`src/rtl/pc_target_lut.sv`:
```
`default_nettype none
// ============================================================================
// Module      : pc_target_lut
// Description : Program counter with a programmable branch-target table.
//               The table is self-initialised after reset, then the PC runs.
// Revision    : 1.0 - initial release
// ============================================================================
module pc_target_lut #(
    parameter int D  = 12,
    parameter int N  = 8,
    parameter int IW = $clog2(N)
) (
    input  logic          Clk,
    input  logic          Reset_n,
    input  logic          stall,
    input  logic          branch_en,
    input  logic [IW-1:0] how_high,
    input  logic          wr_en,
    input  logic [IW-1:0] wr_idx,
    input  logic [D-1:0]  wr_data,
    input  logic          wr_abs,
    output logic [D-1:0]  pc,
    output logic          ready,
    output logic [D-1:0]  target
);

    typedef enum logic [0:0] {
        S_INIT = 1'b0,
        S_RUN  = 1'b1
    } state_t;

    localparam logic [D-1:0]  c_one     = {{(D-1){1'b0}}, 1'b1};
    localparam logic [IW-1:0] c_cnt_one = IW'(1);
    localparam logic [IW-1:0] c_cnt_end = IW'(N - 1);

    state_t        r_state;
    logic [IW-1:0] r_cnt;
    logic [D-1:0]  r_pc;
    logic          r_ready;

    // Table storage is never reset; INIT rewrites every entry instead.
    logic [D-1:0]  r_val [N];
    logic [N-1:0]  r_abs;

    logic [IW:0]   w_shamt;
    logic [D-1:0]  w_mag;
    logic [D-1:0]  w_init_val;
    logic [D-1:0]  w_entry;
    logic [D-1:0]  w_next_pc;

    // Default entry i: +2^(i/2+1) for even i, its negation for odd i.
    always_comb begin
        w_shamt    = {1'b0, (r_cnt >> 1)} + {{IW{1'b0}}, 1'b1};
        w_mag      = c_one << w_shamt;
        w_init_val = r_cnt[0] ? (~w_mag + c_one) : w_mag;
    end

    always_comb begin
        w_entry   = r_val[how_high];
        w_next_pc = r_pc;
        if (!stall) begin
            if (branch_en) begin
                w_next_pc = r_abs[how_high] ? w_entry : (r_pc + w_entry);
            end else begin
                w_next_pc = r_pc + c_one;
            end
        end
    end

    always_ff @(posedge Clk or negedge Reset_n) begin
        if (!Reset_n) begin
            r_state <= S_INIT;
            r_cnt   <= '0;
            r_pc    <= '0;
            r_ready <= 1'b0;
        end else begin
            case (r_state)
                S_INIT: begin
                    r_cnt <= r_cnt + c_cnt_one;
                    if (r_cnt == c_cnt_end) begin
                        r_state <= S_RUN;
                        r_ready <= 1'b1;
                    end
                end
                S_RUN: begin
                    r_pc <= w_next_pc;
                end
                default: begin
                    r_state <= S_INIT;
                end
            endcase
        end
    end

    // Registered table: a same-cycle write and branch to one index sees the old entry.
    always_ff @(posedge Clk) begin
        if (r_state == S_INIT) begin
            r_val[r_cnt] <= w_init_val;
            r_abs[r_cnt] <= 1'b0;
        end else if (wr_en) begin
            r_val[wr_idx] <= wr_data;
            r_abs[wr_idx] <= wr_abs;
        end
    end

    assign pc     = r_pc;
    assign ready  = r_ready;
    assign target = w_entry;

endmodule
`default_nettype wire

```
`config.mk`:
```
export PLATFORM = sky130hd
export DESIGN_NAME = pc_target_lut
export DESIGN_NICKNAME = d
export VERILOG_FILES = /design/src/rtl/pc_target_lut.sv
export SDC_FILE = /design/constraint.sdc
export NUM_CORES = 1
export LEC_CHECK = 0
export ABC_AREA = 0
export BUFFER_PORTS_ARGS = -buffer_cell sky130_fd_sc_hd__buf_2
export CAP_MARGIN = 0
export CORE_MARGIN = 2
export CORE_UTILIZATION = 38
export CTS_CLUSTER_DIAMETER = 100
export DETAILED_ROUTE_END_ITERATION = 7
export GPL_TIMING_DRIVEN = 0
export PLACE_DENSITY_LB_ADDON = 0.2
export SLEW_MARGIN = 10
export SYNTH_ARGS = -nofsm -noshare
export SYNTH_HDL_FRONTEND = slang
export SYNTH_SLANG_ARGS = --single-unit
```
`constraint.sdc`:
```
create_clock -name Clk -period 2.6 [get_ports Clk]
set_input_delay 0.52 -clock Clk [delete_from_list [all_inputs] [get_ports Clk]]
set_output_delay 0.52 -clock Clk [all_outputs]
set_load 0.005 [all_outputs]
```
==> run_results.csv <==
group,metric,value,unit
detailed_routing,dr.pass1.iters,5,
floorplan,pin_count,49,
placed_design,post_dp_cell_area,6510,um2
setup_path,worstPathRequired,2920,ps
worst_hold_path,hp-class,"input port to asynchronous set/reset pin",
yosys,yosysWarnings,0,
grt,antenna_found_initial,0,
clock_network,clock_latency,410,ps
pwr,power_density,759,nW/um2
pwr,p_leak,2.79,nW
placed_design,dp_hpwl,9.98,mm
final_layout,antenna_cells,0,
clock_network,clk_pin_slew,60,ps
setup_path,end_kind,"flip-flop",
sta,period_share,1.07,
detailed_routing,final_antenna_net_count,0,
sta,final-max-slew-violation-count,0,
pwr,power_frac_clock,0.417,
yosys,seq_area_frac_synth,0.598,
final_layout,final_nets,564,
final_layout,fillers,1324,
sta,timing.setup.tns,-389,ps
floorplan,die_w,129,um
yosys,synth-edff-count,104,
clock_network,cts_sinks,121,
pwr,power_frac_comb,0.187,
grt,grt_max_degree,18,
yosys,ys_types,55,
pwr,power.total,5.79,mW
detailed_routing,vias,4156,
grt,grt_overflow,0,
detailed_routing,drt-total-wl,15.2,mm
clock_network,ctsHoldBuffers,0,
pwr,sw_frac_of_total,0.257,
run_status,status,"complete, but fails checks",
detailed_routing,route.detailed.drc,0,
yosys,syn_nets,473,
floorplan,die-area,16600,um2
floorplan,core_area,15200,um2
yosys,yosys-top-cells-area,"edfxtp_1 53%, mux4_2 9.9%, dfrtp_1 7.2%",
clock_network,numCtsBuffers,17,
yosys,synthCells,434,
sta,setup-violations-final,3,
clock_network,clock_tree.root_cell,"clkbuf_16",
clock_network,clock_path_buffers,2,
detailed_routing,drt_iter0_markers,315,
pwr,intPower,4.31,mW
final_layout,area_growth,28.8,%
yosys,syn-cell-area,5930,um2
sta,fin_crit,2790,ps
setup_path,reg2regPathDepth,11,
placed_design,portBuffers,46,
placed_design,gp_congestion,0.849,
run_status,violations,"setup timing",
setup_path,startpoint_type,"input port",
detailed_routing,wl_per_cell,21.0,um
pwr,p_seq_frac,0.396,
yosys,synth_top_area_cell,"edfxtp_1",
setup_path,crit_fanout,7,
final_layout,fin_area,7640,um2
floorplan,start_util,0.390,
grt,grt_pass1_vias,4122,
sta,tightest_slew,939,ps
floorplan,die_h,129,um
grt,grt_usage,0.195,
setup_path,worstPathArrival,3110,ps
sta,rsz0062_at_grt,"yes",
yosys,synth_area_per_cell,13.7,um2
sta,final_hold_viol_count,0,
placed_design,pre_cts_ws,-1090,ps
clock_network,htree_levels,4,
setup_path,path_class,"input port to flip-flop",
detailed_routing,via_per_inst,5.73,
grt,grt_pass1_wl,23.5,mm
yosys,ys_ff_latch,121,
clock_network,tritoncts,"done",
sta,worst_clock_skew,6.40,ps
yosys,async_reset_ff_frac,0.140,
pwr,p_switching,1.49,mW
sta,fmaxAchievable,359,MHz
floorplan,std_cell_rows,45,
sta,max-slew-margin-rel,0.368,
flow_run,maxCapViolCount,0,
pwr,vdd_drop_max,514,uV
sta,finalWorstSetupSlack,-188,ps
final_layout,drive_above_1_share,0.346,
sta,hold_ws,46.6,ps
yosys,synth_ff_type,"edfxtp_1",
yosys,yosysTopAreaCellShare,0.527,
[synth_stat cells (5+ instances only)]
cell / number
dfrtp_1: 17
mux2_2: 13
a31oi_1: 8
o21ai_0: 23
clkbuf_1: 14
o21a_1: 5
o21ai_1: 6
nor2_1: 33
nand2b_1: 5
nand3_1: 12
edfxtp_1: 104
mux4_2: 26
ha_1: 14
nor3_1: 11
nand2_1: 31
a21oi_1: 22
a21o_1: 11
inv_1: 9
[path summary, 6_finish.rpt]
check	slack [ps]	to	start
max reg2reg	-190	pc[6]	r_val[3][0]
min reg2reg	450	ready	ready
min in group Clk	450	ready	ready
min	50	pc[6]	Reset_n
max	-190	pc[6]	how_high[0]
max in group asynchronous	2240	r_cnt[0]	Reset_n
[cell type report]
type | instances | area, um2 | area share
Buffer | 23 | 186 | 0.0244
Clock buffer | 17 | 425 | 0.0557
Clock inverter | 14 | 181 | 0.0238
Inverter | 10 | 37.5 | 0.00491
Multi-Input combinational cell | 280 | 2490 | 0.327
Sequential cell | 121 | 3550 | 0.465
Tap cell | 188 | 235 | 0.0308
Timing Repair Buffer | 72 | 529 | 0.0693
[worst max-delay path, stage by stage]
cell and delay [ps]:
buf_12 100, buf_12 130, mux4_2 490, mux2_4 300, ha_4 170, inv_2 40
fa_2 210, nand2b_4 140, a21oi_2 70, o21a_1 200, o21a_1 180, o311a_1 370
a311oi_2 180
[state kept, by name (all words and copies together) (netlist names)]
name and cells:
pc 12, r_abs 8, r_val 96, r_cnt 3, r_state 1, ready 1
[cell families (layout without fill, tap and decap cells)]
kind of cell / after synthesis / in the layout / synth area share
AO/OA/AOI/OAI: 104 / 104 / 0.112
XOR/XNOR: 6 / 6 / 0.00886
adder cells (fa/ha/maj): 15 / 15 / 0.0329
buffers and inverters: 33 / 136 / 0.0249
flip-flops: 121 / 121 / 0.598
multiplexers: 45 / 45 / 0.137
AND/OR/NAND/NOR: 110 / 110 / 0.0861
[power by group through the flow]
| stage | combinational, mW | clock [mW] | sequential (mW) |
|---|---|---|---|
| 2_1_floorplan | 0.614 | 0 | 2.30 |
| 3_3_place_gp | 0.861 | 0 | 2.31 |
| 3_5_place_dp | 0.870 | 0 | 2.32 |
| 4_1_cts | 1.05 | 2.44 | 2.30 |
| 5_1_grt | 1.18 | 2.55 | 2.31 |
| 6_report | 1.08 | 2.41 | 2.30 |
[repair_timing]
item                                    4_1_cts  5_1_grt
pin swaps                                    15        1
setup buffers                                25        0
endpoints found under the setup margin       62       85
gates resized for setup                      37        8
cloned                                        1        0
[cell usage in the layout (no fill, tap or decap), drive strengths merged, types with 3 or more instances in the layout]
cell type and instances:
bufinv 4, o22ai 3, nand3 12, clkinv 8, o21a 5, buf 80, inv 10, o22a 3
o21ai 29, a21oi 22, xnor2 4, mux2i 5, nor2 33, o31ai 3, a21o 11, a31oi 8
mux4 26, nand2 31, nor3 11, mux2 14, edfxtp 104, and3 3, clkbuf 31, a31o 3
dfrtp 17, o211ai 4, nand2b 5, and2 4, ha 14
[routing by layer]
layer | vias to the layer above | track usage | part of all wire
met1 | 2074 | 0.256 | 0.43
li1 | 1888 | - | -
met2 | 161 | 0.307 | 0.48
met3 | 33 | 0.0528 | 0.060
met5 | - | 0 | 0
met4 | 0 | 0.0806 | 0.030
[stage by stage]
step / instances / utilization
floorplan: 434 / -
global placement: 668 / 0.426
detailed placement: 669 / 0.428
CTS: 726 / 0.501
global route: 725 / 0.502
finish: 725 / 0.502
No activity file was read; power rests on OpenSTA's default activity.
